<file path="src/rtl/game_step_sequencer_if.sv">
// game_step_sequencer_if: keyboard, link and collision signals of the step sequencer
interface game_step_sequencer_if;
  logic       start;
  logic [2:0] key_dir;
  logic       tx_ready;
  logic       tx_valid;
  logic [2:0] tx_dir;
  logic       rx_valid;
  logic [2:0] rx_dir;
  logic       hit1;
  logic       hit2;
  logic       step1;
  logic       step2;
  logic [2:0] dir1;
  logic [2:0] dir2;
  logic       running;
  logic       game_over;
  logic [1:0] winner;
  logic       link_err;
  modport master (
    input  start, key_dir, tx_ready, rx_valid, rx_dir, hit1, hit2,
    output tx_valid, tx_dir, step1, step2, dir1, dir2, running, game_over, winner, link_err
  );
  modport slave (
    output start, key_dir, tx_ready, rx_valid, rx_dir, hit1, hit2,
    input  tx_valid, tx_dir, step1, step2, dir1, dir2, running, game_over, winner, link_err
  );
endinterface

</file>
<file path="src/rtl/game_step_sequencer.sv">
// game_step_sequencer: paced two-board snake step FSM (link exchange, step strobes, game over)
// Defining SEQ_PAUSE_EN adds a pause input that freezes the step timer in WAIT_TICK.
module game_step_sequencer #(
  parameter int TICK_CYCLES    = 50_000_000,
  parameter int TIMEOUT_CYCLES = 10_000_000
) (
  input logic clk,
  input logic rst,
`ifdef SEQ_PAUSE_EN
  input logic pause,
`endif
  game_step_sequencer_if.master bus
);
  localparam logic [2:0] NONE = 3'd0, UP = 3'd1, DOWN = 3'd2, LEFT = 3'd3, RIGHT = 3'd4;
  localparam int TW = $clog2(TICK_CYCLES + 1);
  localparam int OW = $clog2(TIMEOUT_CYCLES + 1);
  typedef enum logic [3:0] {IDLE, WAIT_TICK, LATCH, SEND, WAIT_RX, APPLY, SETTLE, CHECK, OVER} state_t;
  state_t state, state_nx;
  logic [TW-1:0] tick;
  logic [OW-1:0] tmo;
  logic [2:0] pend, rxb_dir, rx_dir_eff, dir1, dir2;
  logic [1:0] winner;
  logic rxb_v, rx_acc, tick_end, tmo_end, hold, go, hit_any, running, link_err;
  function automatic logic [2:0] rev(input logic [2:0] d);
    rev = d == UP ? DOWN : d == DOWN ? UP : d == LEFT ? RIGHT : d == RIGHT ? LEFT : NONE;
  endfunction
`ifdef SEQ_PAUSE_EN
  assign hold = pause && state == WAIT_TICK;
`else
  assign hold = 1'b0;
`endif
  assign running        = state != IDLE && state != OVER;
  assign bus.running    = running;
  assign bus.game_over  = state == OVER;
  assign bus.tx_valid   = state == SEND;
  assign bus.tx_dir     = dir1;
  assign bus.step1      = state == APPLY;
  assign bus.step2      = state == APPLY;
  assign bus.dir1       = dir1;
  assign bus.dir2       = dir2;
  assign bus.winner     = winner;
  assign bus.link_err   = link_err;
  always_comb begin
    go         = !running && bus.start;
    tick_end   = tick == TW'(TICK_CYCLES - 1);
    tmo_end    = tmo == OW'(TIMEOUT_CYCLES - 1);
    rx_acc     = state == WAIT_RX && (rxb_v || bus.rx_valid);
    rx_dir_eff = rxb_v ? rxb_dir : bus.rx_dir;
    hit_any    = bus.hit1 || bus.hit2;
    state_nx   = state;
    case (state)
      IDLE, OVER: state_nx = bus.start ? WAIT_TICK : state;
      WAIT_TICK:  state_nx = (tick_end && !hold) ? LATCH : WAIT_TICK;
      LATCH:      state_nx = SEND;
      SEND:       state_nx = bus.tx_ready ? WAIT_RX : SEND;
      WAIT_RX:    state_nx = rx_acc ? APPLY : tmo_end ? OVER : WAIT_RX;
      APPLY:      state_nx = SETTLE;
      SETTLE:     state_nx = CHECK;
      CHECK:      state_nx = hit_any ? OVER : WAIT_TICK;
      default:    state_nx = IDLE;
    endcase
  end
  always_ff @(posedge clk) begin
    if (rst) begin
      state    <= IDLE;
      tick     <= '0;
      tmo      <= '0;
      pend     <= NONE;
      rxb_v    <= 1'b0;
      rxb_dir  <= NONE;
      dir1     <= UP;
      dir2     <= UP;
      winner   <= 2'b00;
      link_err <= 1'b0;
    end else begin
      state   <= state_nx;
      pend    <= (state == LATCH || bus.key_dir != NONE) ? bus.key_dir : pend;
      tmo     <= state != WAIT_RX ? '0 : tmo == OW'(TIMEOUT_CYCLES) ? tmo : tmo + OW'(1);
      // remote direction arriving before our own send completes waits for WAIT_RX
      rxb_v   <= state == SEND && (rxb_v || bus.rx_valid);
      rxb_dir <= (state == SEND && bus.rx_valid) ? bus.rx_dir : rxb_dir;
      if (go) begin
        tick     <= '0;
        dir1     <= UP;
        dir2     <= UP;
        winner   <= 2'b00;
        link_err <= 1'b0;
      end else begin
        if (running && !hold) tick <= tick_end ? '0 : tick + TW'(1);
        if (state == LATCH && pend != NONE && pend != rev(dir1)) dir1 <= pend;
        if (rx_acc && rx_dir_eff != NONE) dir2 <= rx_dir_eff;
        if (state == WAIT_RX && !rx_acc && tmo_end) link_err <= 1'b1;
        if (state == CHECK) winner <= {bus.hit1, bus.hit2};
      end
    end
  end
endmodule

</file>
<file path="src/flat_wrapper.sv">
// flat-port wrapper written by rule: the top's interface ports become plain ports
module game_step_sequencer_flat 
#(
  parameter int TICK_CYCLES    = 50_000_000,
  parameter int TIMEOUT_CYCLES = 10_000_000
)
  (clk, rst, bus_start, bus_key_dir, bus_tx_ready, bus_rx_valid, bus_rx_dir, bus_hit1, bus_hit2, bus_tx_valid, bus_tx_dir, bus_step1, bus_step2, bus_dir1, bus_dir2, bus_running, bus_game_over, bus_winner, bus_link_err);
  game_step_sequencer_if bus_i ();
  input logic clk;
  input logic rst;
  input wire logic [$bits(bus_i.start)-1:0] bus_start;
  input wire logic [$bits(bus_i.key_dir)-1:0] bus_key_dir;
  input wire logic [$bits(bus_i.tx_ready)-1:0] bus_tx_ready;
  input wire logic [$bits(bus_i.rx_valid)-1:0] bus_rx_valid;
  input wire logic [$bits(bus_i.rx_dir)-1:0] bus_rx_dir;
  input wire logic [$bits(bus_i.hit1)-1:0] bus_hit1;
  input wire logic [$bits(bus_i.hit2)-1:0] bus_hit2;
  output wire logic [$bits(bus_i.tx_valid)-1:0] bus_tx_valid;
  output wire logic [$bits(bus_i.tx_dir)-1:0] bus_tx_dir;
  output wire logic [$bits(bus_i.step1)-1:0] bus_step1;
  output wire logic [$bits(bus_i.step2)-1:0] bus_step2;
  output wire logic [$bits(bus_i.dir1)-1:0] bus_dir1;
  output wire logic [$bits(bus_i.dir2)-1:0] bus_dir2;
  output wire logic [$bits(bus_i.running)-1:0] bus_running;
  output wire logic [$bits(bus_i.game_over)-1:0] bus_game_over;
  output wire logic [$bits(bus_i.winner)-1:0] bus_winner;
  output wire logic [$bits(bus_i.link_err)-1:0] bus_link_err;
  assign bus_i.start = bus_start;
  assign bus_i.key_dir = bus_key_dir;
  assign bus_i.tx_ready = bus_tx_ready;
  assign bus_i.rx_valid = bus_rx_valid;
  assign bus_i.rx_dir = bus_rx_dir;
  assign bus_i.hit1 = bus_hit1;
  assign bus_i.hit2 = bus_hit2;
  assign bus_tx_valid = bus_i.tx_valid;
  assign bus_tx_dir = bus_i.tx_dir;
  assign bus_step1 = bus_i.step1;
  assign bus_step2 = bus_i.step2;
  assign bus_dir1 = bus_i.dir1;
  assign bus_dir2 = bus_i.dir2;
  assign bus_running = bus_i.running;
  assign bus_game_over = bus_i.game_over;
  assign bus_winner = bus_i.winner;
  assign bus_link_err = bus_i.link_err;
  game_step_sequencer #(.TICK_CYCLES(TICK_CYCLES), .TIMEOUT_CYCLES(TIMEOUT_CYCLES)) u_core (.clk(clk), .rst(rst), .bus(bus_i));
endmodule
</file>
<file path="config.mk">
export PLATFORM = sky130hd
export DESIGN_NAME = game_step_sequencer_flat
export DESIGN_NICKNAME = d
export VERILOG_FILES = /design/src/rtl/game_step_sequencer_if.sv /design/src/rtl/game_step_sequencer.sv /design/src/flat_wrapper.sv
export SDC_FILE = /design/constraint.sdc
export NUM_CORES = 1
export LEC_CHECK = 0
export ABC_AREA = 1
export CORE_MARGIN = 2
export CORE_UTILIZATION = 58
export CTS_BUF_LIST = sky130_fd_sc_hd__clkbuf_16
export DETAILED_ROUTE_END_ITERATION = 8
export GPL_ROUTABILITY_DRIVEN = 0
export PLACE_DENSITY = 0.79
export SYNTH_ARGS = -nofsm -noshare
export SYNTH_HDL_FRONTEND = slang
export SYNTH_SLANG_ARGS = --single-unit
</file>
<file path="constraint.sdc">
create_clock -name clk -period 1.76 [get_ports clk]
set_input_delay 0.44 -clock clk [delete_from_list [all_inputs] [get_ports clk]]
set_output_delay 0.44 -clock clk [all_outputs]
set_load 0.01 [all_outputs]
</file>
* Word level (Yosys, flattened, before mapping)
Cells that the tools add are included.
** Word-level totals
- Bits in registers :: 70
** Operators by class
- Multiplexer cells :: 13
- Add/sub/neg operators :: 2
- Reductions and logical operators :: 23
- Equal/unequal tests :: 19
** Operator list (number)
- == test 24 bit (second input constant) :: 2
- one-hot mux 4 bit (8 select lines) :: 1
- adder 26 x 1 -> 26 bit (second input constant) :: 1
- == test 26 bit (second input constant) :: 1
- two-way mux 26 bit :: 1
- adder 24 x 1 -> 24 bit (second input constant) :: 1
- == test 4 x 3 -> 1 bit (second input constant) :: 4
- two-way mux 4 bit :: 4
- two-way mux 3 bit :: 5
- logical AND 1 bit :: 10
- nonzero test 3 bit :: 3
- == test 4 x 2 -> 1 bit (second input constant) :: 2
- == test 3 x 2 -> 1 bit (second input constant) :: 2
- OR reduction 2 bit :: 3
- == test 4 x 1 -> 1 bit (second input constant) :: 1
- == test 4 bit (second input constant) :: 1
- zero test 4 bit :: 1
- two-way mux 2 bit :: 2
- inequality test 4 x 3 -> 1 bit (second input constant) :: 1
- inequality test 4 bit (second input constant) :: 1
- nonzero test 4 bit :: 1
- == test 3 x 1 -> 1 bit (second input constant) :: 1
- == test 3 bit (second input constant) :: 1
- logical OR 1 bit :: 3
- other kinds (3) :: 4

* Logic depth before layout (Yosys ltp)
Gate-level depths: netlist of the first run.
- Depth in word-level cells :: 7
- Gate-level depth with buffers :: 10
- Depth with buffers taken out :: 10

* Worst setup path after synthesis of the first run
No wires, ideal clock.
- Path type :: register to register
- Start :: register u_core.tick[0]
- End :: register u_core.tick[18]
- Setup slack :: 0.393 ns
- Required time :: 1.646 ns
- Clock period less this slack :: 1.367 ns
- Stages on the path, launching flop included :: 11
- Path buffers :: 0
- Arrival :: 1.253 ns
- Cell sequence :: dfxtp_1 > ha_1 > nand2_1 > nor2_4 > nand2_2 > nor2_4 > nand3_4 > nand2_8 > inv_4 > nand2_1 > nor2_2
** On the way
- Longest elaborated chain between the ends :: 2
- Elaborated cells between the ends (all ways) :: 3
** RTL lines
- start, declared :: RTL line game_step_sequencer.sv:19 : logic [TW-1:0] tick;
- start signal, assigned :: RTL line game_step_sequencer.sv:89 : if (running && !hold) tick <= tick_end ? '0 : tick + TW'(1);
- adder 26 x 1 -> 26 bit / == test 26 bit (equally long branches) :: RTL line game_step_sequencer.sv:89, game_step_sequencer.sv:45
- two-way mux 26 bit (*) :: RTL line game_step_sequencer.sv:89
Mark *: on every way between the ends. The rest lies on a longest branch, timed or not.
A chain may end at the register's enable or synchronous reset.

* Worst setup path in the final report of the first run
- Start :: register u_core.state[1]
- End :: output port bus_running
** On the way
- Longest elaborated chain between the ends :: 2
- Elaborated cells between the ends (all ways) :: 3
** RTL lines
- start, declared :: RTL line game_step_sequencer.sv:18 : state_t state, state_nx;
- start signal, assigned :: RTL line game_step_sequencer.sv:76 : state <= state_nx;
- inequality test 4 bit / nonzero test 4 bit (equally long branches) :: RTL line game_step_sequencer.sv:32 : assign running = state != IDLE && state != OVER;
- logical AND 1 bit (*) :: RTL line game_step_sequencer.sv:32
- end, declared :: RTL line flat_wrapper.sv:24 : output wire logic [$bits(bus_i.running)-1:0] bus_running;
Marks and branches as above.

==> impl_metrics.ini, run 1 <==
[outcome]
outcome = finished clean

[synthesis]
ys.flop_type = dfxtp_1
syn_inst = 563
synth-edff-count = 0
synth_fa_ha_area_share_pct = 0.985
synthSimpleGateAreaFrac_pct = 41.8
synthXorXnorAreaFrac_pct = 2.76
synth_compound_area_share_pct = 8.73
synth_top_area_share_pct = 36.8
synth-warning-count = 0
synth_top_family_by_area = simple AND/OR/NAND/NOR gates
synth_cell_type_count = 38
ys_ff_latch = 70
syn_area_per_cell_um2 = 6.77
synthTopCellsByArea = dfxtp_1 (37%), nand2_1 (12%), nor2_1 (9.9%)
synth_nets = 579
synth_area_leader_cell = dfxtp_1
async_reset_ff_share_pct = 0
synth.area.mux_share_pct = 0
yosysSeqAreaShare_pct = 36.8
netlist_area_um2 = 3810

[drt]
via_per_inst = 5.36
drt-total-wl_um = 8960
drtIter0Drc = 195
drt_pass1_iterations = 4
vias = 3688
drc = 0
postRouteAntennaNets = 0
wl_per_cell_um = 13.0

[layout]
diodes = 0
drive_gt1_share_pct = 16.0
final_cells = 688
area_delta_synth_final_pct = 18.7
nNetsFinal = 622

[global_route]
use_met1_pct = 31.3
met3_usage_pct = 4.09
grtUsageMet2_pct = 43.3
grt_pass1_wl_um = 15200
grt-busiest-layer = met2
track_usage_pct = 25.7
antenna_found_initial = 0
grt_pass1_vias = 3619
grt_max_degree = 17
grt-ovfl-total = 0

[power]
clkPwrFrac_pct = 48.9
cell_internal_pwr_mw = 2.64
combPwrFrac_pct = 5.0
power_mw = 3.49
switching_share_pct = 24.4
power_density_nw_per_um2 = 771
p_sw_uw = 851
irDropWorstVdd_mv = 0.771
seqPwrFrac_pct = 46.0
p_leak_nw = 1.70

[timing]
slew_viol_final = 0
slew_headroom_pct = 73.4
setup_viol_count_final = 0
finalCriticalPeriod_ps = 1730
fmax_mhz = 577
fin_skew_ps = 8.33
finalHoldViolCount = 0
tightest_slew_ps = 396
period_share_pct = 98.4

[floorplan]
ios = 30
die-width_um = 85.1
fp.dieH_um = 85.1
rows = 29
core_um2 = 6350
die_area_um2 = 7240
start_util_pct = 60.0

[placement]
dp_hpwl_um = 6220
dp.cells = 672
io_buffer_count = 29

[clock_network]
cts_buffer_depth = 2
cts-hold-fix-buffers = 0
cts_tree = done
clock_latency_ps = 330
root_buffer = clkbuf_16
cts_buffers = 9
cts.clk_slew.worst_paths_ps = 60
cts_sinks = 70
h-tree-depth = 3

[worst_setup_path]
cp_data_required_time_ps = 1320
cp-end-kind = primary output
cp_max_fo = 4
critical_path_class = flop to primary output
r2r_slack_ps = 160
startpoint_type = flop
worstPathArrival_ps = 1290

[flow_run]
cap_violations = 0

[worst_hold_path]
hp-class = flop to flop
power by group through the flow:
stage | sequential, mW | combinational (mW) | clock, mW
3_5_place_dp | 1.64 | 0.170 | 0
3_3_place_gp | 1.64 | 0.167 | 0
5_1_grt | 1.61 | 0.192 | 1.80
6_report | 1.61 | 0.175 | 1.71
2_1_floorplan | 1.64 | 0.0979 | 0
4_1_cts | 1.60 | 0.173 | 1.71
cells in the final DEF (no fill, tap or decap), types with 3 or more instances in the layout:
| master | instances |
|---|---|
| nand2_1 | 122 |
| clkbuf_16 | 9 |
| a21oi_1 | 33 |
| nor2_1 | 100 |
| inv_2 | 9 |
| inv_1 | 62 |
| clkdlybuf4s50_1 | 21 |
| nor2_4 | 10 |
| dfxtp_1 | 66 |
| nand3_2 | 4 |
| nand4_1 | 7 |
| xor2_1 | 11 |
| dfxtp_2 | 4 |
| nand2_2 | 13 |
| nor3_1 | 17 |
| clkbuf_2 | 4 |
| nand3_1 | 37 |
| buf_4 | 10 |
| nor3_2 | 3 |
| ha_1 | 3 |
| nor2_2 | 13 |
| clkinv_4 | 4 |
| dlymetal6s2s_1 | 3 |
| o21ai_0 | 20 |
flip-flops by register name, indices dropped and copies added, names as in the netlist:
| name | count |
|---|---|
| u_core.tick | 26 |
| u_core.tmo | 24 |
| u_core.state | 4 |
| u_core.bus.dir1 | 3 |
| u_core.bus.dir2 | 3 |
| u_core.pend | 3 |
| u_core.rxb_dir | 3 |
| u_core.bus.winner | 2 |
| u_core.bus.link_err | 1 |
| u_core.rxb_v | 1 |
what timing repair did:
action	in CTS	in global routing
setup buffers	0	0
endpoints found under the setup margin	5	10
gates resized for setup	10	15
stage by stage:
stage	hold slack (ps)	TNS, ps	util (%)	worst slack [ps]	area, um^2
final	455	0	71.3	28.3	4520
after global routing	490	-1.67	71.3	-1.67	4520
after CTS	457	-29.9	71.2	-15.9	4520
after detailed placement	448	0	66.6	2.35	4230
after global placement	438	0	66.6	16.8	4230
after floorplan	429	0	-	393	3810
synth_stat cells (3+ instances only):
cell       n
nand2_1  122
nor2_4     9
xor2_1    11
nor2_1   101
inv_2      8
nor3_1    18
dfxtp_1   70
o21ai_0   20
buf_4      4
nand3_2    3
ha_1       3
a21oi_1   33
nand2_2   13
nand4_1    7
nor2_2    13
nand3_1   38
inv_1     63
worst max-delay path, stage by stage (launching register included):
cell and delay (ps):
dfxtp_2 340, buf_4 160, nor2_4 100, nand2_4 80, dlygate4sd2_1 290
cells by family (layout without fill, tap and decap cells):
family	after synthesis	count (layout)
buf+inv	81	129
fa+ha+maj	3	3
xor+xnor	12	12
simple gates	336	336
flops	70	70
compound gates	61	61
cell type report:
class	instances	area (um^2)
sequential	70	1410
clock inverter	7	58.8
multi-input combinational	412	2090
clock buffer	9	225
timing repair buffer	40	372
fill	498	1830
inverter	73	279
tap	77	96.3
metal layers:
layer / wire, um / vias to the layer above
met5: 0 / -
met4: 245 / 0
met3: 495 / 24
met2: 4220 / 127
met1: 3990 / 1667
li1: - / 1870
path summary, 6_finish.rpt:
check / cells after the start / end / start
setup / recovery: 4 / bus_running / u_core.state[1]$_SDFFE_PP0P_
hold / removal: 2 / u_core.rxb_dir[0]$_SDFFE_PP0P_ / u_core.rxb_dir[0]$_SDFFE_PP0P_
setup reg to reg: 8 / u_core.tick[22]$_SDFFE_PP0P_ / u_core.tick[1]$_SDFFE_PP0P_
hold reg to reg: 2 / u_core.rxb_dir[0]$_SDFFE_PP0P_ / u_core.rxb_dir[0]$_SDFFE_PP0P_
Note: power is estimated with default switching activity, not from simulation.
==> run 2: changes to the inputs <==
CORE_UTILIZATION = 45   (was 58)
PLACE_DENSITY = 0.64   (was 0.79)
==> impl_metrics.ini, run 2 (same netlist as run 1, synthesis figures left out) <==
[worst_hold_path]
min-delay-start = u_core.rxb_dir[0]$_SDFFE_PP0P_
whs_endpoint = u_core.rxb_dir[0]$_SDFFE_PP0P_
min_path_cells = 2
hp-class = flop to flop

[clock_network]
clock_latency_ps = 330
cts-hold-fix-buffers = 0
h-tree-depth = 3
cts_sinks = 70
cts_setup_buffers = 0
cts_tree = done
cts_buffer_depth = 2
root_buffer = clkbuf_16
cts_buffers = 9
cts.clk_slew.worst_paths_ps = 60

[power]
p_sw_uw = 840
switching_share_pct = 22.3
power_density_nw_per_um2 = 819
seqPwrFrac_pct = 42.5
cell_internal_pwr_mw = 2.93
combPwrFrac_pct = 4.6
irDropWorstVdd_mv = 0.623
clkPwrFrac_pct = 52.9
p_leak_nw = 1.77
power_mw = 3.77

[worst_setup_path]
crit_path_top_delay_cell = clkdlybuf4s50_1
critical_path_class = flop to primary output
timing.rr.end = u_core.tmo[18]$_SDFFE_PP0P_
cp_data_required_time_ps = 1320
crit_family = buffers and inverters
r2r_cells = 10
worstPathArrival_ps = 1240
path_buf_inv = 1
startpoint_type = flop
cp_max_fo = 2
r2r_slack_ps = 210
r2r-start = u_core.tmo[0]$_SDFFE_PP0P_
path_cells = clkdlybuf4s50_1
critPathMaxStageDelay_ps = 560
cp-end-kind = primary output

[drt]
wl_per_cell_um = 11.5
postRouteAntennaNets = 0
drtIter0Drc = 144
vias = 3478
via_per_inst = 4.87
drt_pass1_iterations = 5
drt-total-wl_um = 8180
drc = 0

[layout]
nNetsFinal = 620
top_regs = u_core.tick x26, u_core.tmo x24, u_core.state x4
layout_commonest_cell = nand2_1
largest_reg_flops = 26
final_cell_mix = nand2_1 (122), nor2_1 (101), dfxtp_1 (66)
nFillCells = 795
final_cells = 714
drive_gt1_share_pct = 15.1
area_delta_synth_final_pct = 20.7
diodes = 0
largest_register = u_core.tick
final_area_um2 = 4600

[flow_run]
cap_violations = 0

[placement]
dp_hpwl_um = 6240
dp.cells = 698
pre_cts_ws_ps = 19.2
io_buffer_count = 29
dpl_cell_area_um2 = 4260

[global_route]
grt-ovfl-total = 0
grt_pass1_wl_um = 14100
track_usage_pct = 19.4
antenna_found_initial = 0
grt_pass1_vias = 3223
grt_max_degree = 17

[floorplan]
ios = 30
fp.dieH_um = 96.0
core_um2 = 8220
die_area_um2 = 9220
rows = 33
die-width_um = 96.0
start_util_pct = 46.4

[timing]
slew_headroom_pct = 74.5
period_share_pct = 95.2
rsz0062_at_grt = no
tightest_slew_ps = 379
worst_slack_ps = 83.6
setup_tns_ps = 0
setup_viol_count_final = 0
finalHoldViolCount = 0
fin_skew_ps = 6.53
finalCriticalPeriod_ps = 1680
slew_viol_final = 0
fmax_mhz = 597

[outcome]
outcome = finished clean
==> run 2: changes by cell type in the layout (fill, tap and decap cells not counted), sizes merged <==
| cell | previous run | this run |
|---|---|---|
| clkinvlp | 2 | 0 |
| clkinv | 4 | 2 |
| clkdlybuf4s50 | 21 | 18 |
| dlymetal6s2s | 3 | 6 |
| buf | 11 | 9 |
| bufinv | 0 | 2 |
| clkbuf | 13 | 12 |
| clkdlybuf4s15 | 0 | 1 |
| inv | 74 | 76 |
==> run 2: power by group through the flow <==
stage,clock network [mW],logic [mW],registers [mW]
finish,1.99,0.172,1.60
detailed placement,0,0.174,1.64
global placement,0,0.174,1.64
CTS,2.04,0.173,1.60
floorplan,0,0.0979,1.64
global route,2.10,0.190,1.60
==> run 2: worst max path at each step <==
stage	end	slack, ps	startpoint	depth (start not counted)
after floorplan	u_core.tick[18]$_SDFFE_PP0P_	390	u_core.tick[0]$_SDFFE_PP0P_	10
after global placement	bus_game_over	50	u_core.state[3]$_SDFFE_PP0P_	3
after detailed placement	bus_game_over	20	u_core.state[3]$_SDFFE_PP0P_	3
after CTS	bus_game_over	10	u_core.state[0]$_SDFFE_PP0P_	4
after global routing	bus_winner[0]	30	u_core.bus.winner[0]$_SDFFE_PP0P_	1
final	bus_winner[0]	80	u_core.bus.winner[0]$_SDFFE_PP0P_	1
==> run 2: what timing repair did <==
item	in CTS	in global routing
pin swaps	0	0
gates resized for setup	12	11
endpoints found under the setup margin	5	10
==> run 2: routing by layer <==
metal	GRT usage [%]	vias up	part of all wire (%)
li1	-	1864	-
met4	7.74	0	1.5
met2	31.9	61	45
met3	5.01	11	5.2
met5	0	-	0
met1	24.3	1542	48
==> run 2: cell type report <==
cell class | count | area (um^2) | area share (%)
clock buffers | 9 | 225 | 4.89
clock inverters | 7 | 104 | 2.26
inverters | 73 | 279 | 6.06
multi-input cells | 412 | 2070 | 45.1
flip-flops and latches | 70 | 1410 | 30.6
well taps | 105 | 131 | 2.85
repair buffers | 38 | 382 | 8.29
==> run 2: tightest hold or removal path: stages, from the launching register on <==
cell and delay [ps]:
dfxtp_1 300, inv_1 60, a21oi_1 60
==> run 2: through the flow <==
stage	hold slack, ps	utilization, %
4_1_cts	465	55.9
6_report	465	56.0
3_3_place_gp	456	51.9
3_5_place_dp	456	51.9
2_1_floorplan	429	-
5_1_grt	483	56.0
==> run 3: changes to the inputs <==
REMOVE_ABC_BUFFERS = 1   (was default)
==> impl_metrics.ini, run 3 (same netlist as run 1, synthesis figures left out) <==
[worst_setup_path]
critical_path_class = flop to primary output
cp_max_fo = 4
crit_path_top_delay_cell = dfxtp_2
startpoint_type = flop
path_cells = inv_2 -> nand2_1 -> nor3_2 -> dlygate4sd2_1
path_buf_inv = 2
critPathMaxStageDelay_ps = 340
cp_data_required_time_ps = 1320
cp-end-kind = primary output
worstPathArrival_ps = 1240
crit_family = buffers and inverters

[timing]
setup_tns_ps = 0
worst_slack_ps = 82.9
setup_viol_count_final = 0
fin_skew_ps = 7.24
finalHoldViolCount = 0
tightest_slew_ps = 383
slew_viol_final = 0
slew_headroom_pct = 74.2
rsz0062_at_grt = no
period_share_pct = 95.3
fmax_mhz = 596
finalCriticalPeriod_ps = 1680

[floorplan]
rows = 33
die_area_um2 = 9220
fp.dieH_um = 96.0
ios = 30
core_um2 = 8220
start_util_pct = 46.4
die-width_um = 96.0

[global_route]
grt_pass1_wl_um = 14000
antenna_found_initial = 0
grt_max_degree = 16
grt_pass1_vias = 3171
grt-ovfl-total = 0
track_usage_pct = 19.4

[power]
irDropWorstVdd_mv = 0.488
p_sw_uw = 785
power_density_nw_per_um2 = 776
switching_share_pct = 22.2
clkPwrFrac_pct = 49.8
power_mw = 3.53
p_leak_nw = 1.75
combPwrFrac_pct = 4.8
seqPwrFrac_pct = 45.4
cell_internal_pwr_mw = 2.75

[placement]
dpl_cell_area_um2 = 4250
pre_cts_ws_ps = 54.5
io_buffer_count = 29
dp_hpwl_um = 6280

[drt]
vias = 3495
drt-total-wl_um = 8320
via_per_inst = 4.88
drt_pass1_iterations = 6
postRouteAntennaNets = 0
drtIter0Drc = 133
wl_per_cell_um = 11.6
drc = 0

[clock_network]
cts_tree = done
cts_setup_buffers = 0
cts_sinks = 70
cts.clk_slew.worst_paths_ps = 60
root_buffer = clkbuf_16
cts_buffers = 9
h-tree-depth = 3
cts_buffer_depth = 2
clock_latency_ps = 330

[layout]
final_area_um2 = 4560
diodes = 0
largest_register = u_core.tick
top_regs = u_core.tick x26, u_core.tmo x24, u_core.state x4
area_delta_synth_final_pct = 19.5
drive_gt1_share_pct = 15.4
final_cell_mix = nand2_1 (122), nor2_1 (100), dfxtp_1 (66)
largest_reg_flops = 26
layout_commonest_cell = nand2_1
final_core_util_pct = 55.5
nNetsFinal = 622
nFillCells = 782

[worst_hold_path]
hp-class = flop to flop

[flow_run]
cap_violations = 0

[outcome]
outcome = finished clean
run 3: cell types whose count changed in the layout (fill, tap and decap cells not counted), moves of 2 or more:
| cell | delta |
|---|---|
| buf_4 | +4 |
| clkinvlp_4 | +2 |
| buf_12 | -2 |
| dlygate4sd2_1 | +2 |
| inv_6 | -3 |
run 3: final cells by class:
class / count / area [um^2] / area share [%]
sequential: 70 / 1410 / 30.9
clock inverter: 7 / 66.3 / 1.46
clock buffer: 9 / 225 / 4.94
timing repair buffer: 40 / 367 / 8.05
tap: 105 / 131 / 2.88
inverter: 73 / 279 / 6.12
multi-input combinational: 412 / 2080 / 45.7
run 3: power by group through the flow:
stage	clock network (mW)	logic, mW	registers [mW]
global route	1.87	0.185	1.60
finish	1.76	0.169	1.60
global placement	0	0.168	1.64
CTS	1.79	0.169	1.60
detailed placement	0	0.169	1.64
floorplan	0	0.0873	1.64
run 3: worst paths after layout:
check | from | slack, ps | end | cells past startpoint
setup reg to reg | u_core.tick[0]$_SDFFE_PP0P_ | 230 | u_core.tick[25]$_SDFFE_PP0P_ | 10
hold reg to reg | u_core.bus.link_err$_SDFFE_PP0P_ | 460 | u_core.bus.link_err$_SDFFE_PP0P_ | 2
hold / removal | u_core.bus.link_err$_SDFFE_PP0P_ | 460 | u_core.bus.link_err$_SDFFE_PP0P_ | 2
setup / recovery | u_core.state[0]$_SDFFE_PP0P_ | 80 | bus_game_over | 4
run 3: what timing repair did:
item                                    CTS  global route
hold buffers                              0             0
gates resized for setup                  10            14
endpoints found under the setup margin    6            12
run 3: stage by stage:
step,std cells,hold WS [ps]
floorplan,555,429
global placement,700,441
detailed placement,700,445
CTS,716,457
global route,716,486
finish,716,456
run 3: worst reg2reg max path, stage by stage, from the launching register on:
cell and delay [ps]:
dfxtp_1 350, ha_1 180, nand2_1 100, nor2_4 150, nand2_2 80, nor2_4 140, nand3_4 110, nand2_8 120
inv_4 80, nand2_1 80, nor2_2 30
run 3: layer usage:
metal	GRT usage, %	vias up	wire length, um
met3	4.86	7	369
met2	32.3	63	3820
met1	25.0	1562	4060
li1	-	1863	-
met5	0	-	0
met4	4.88	0	72
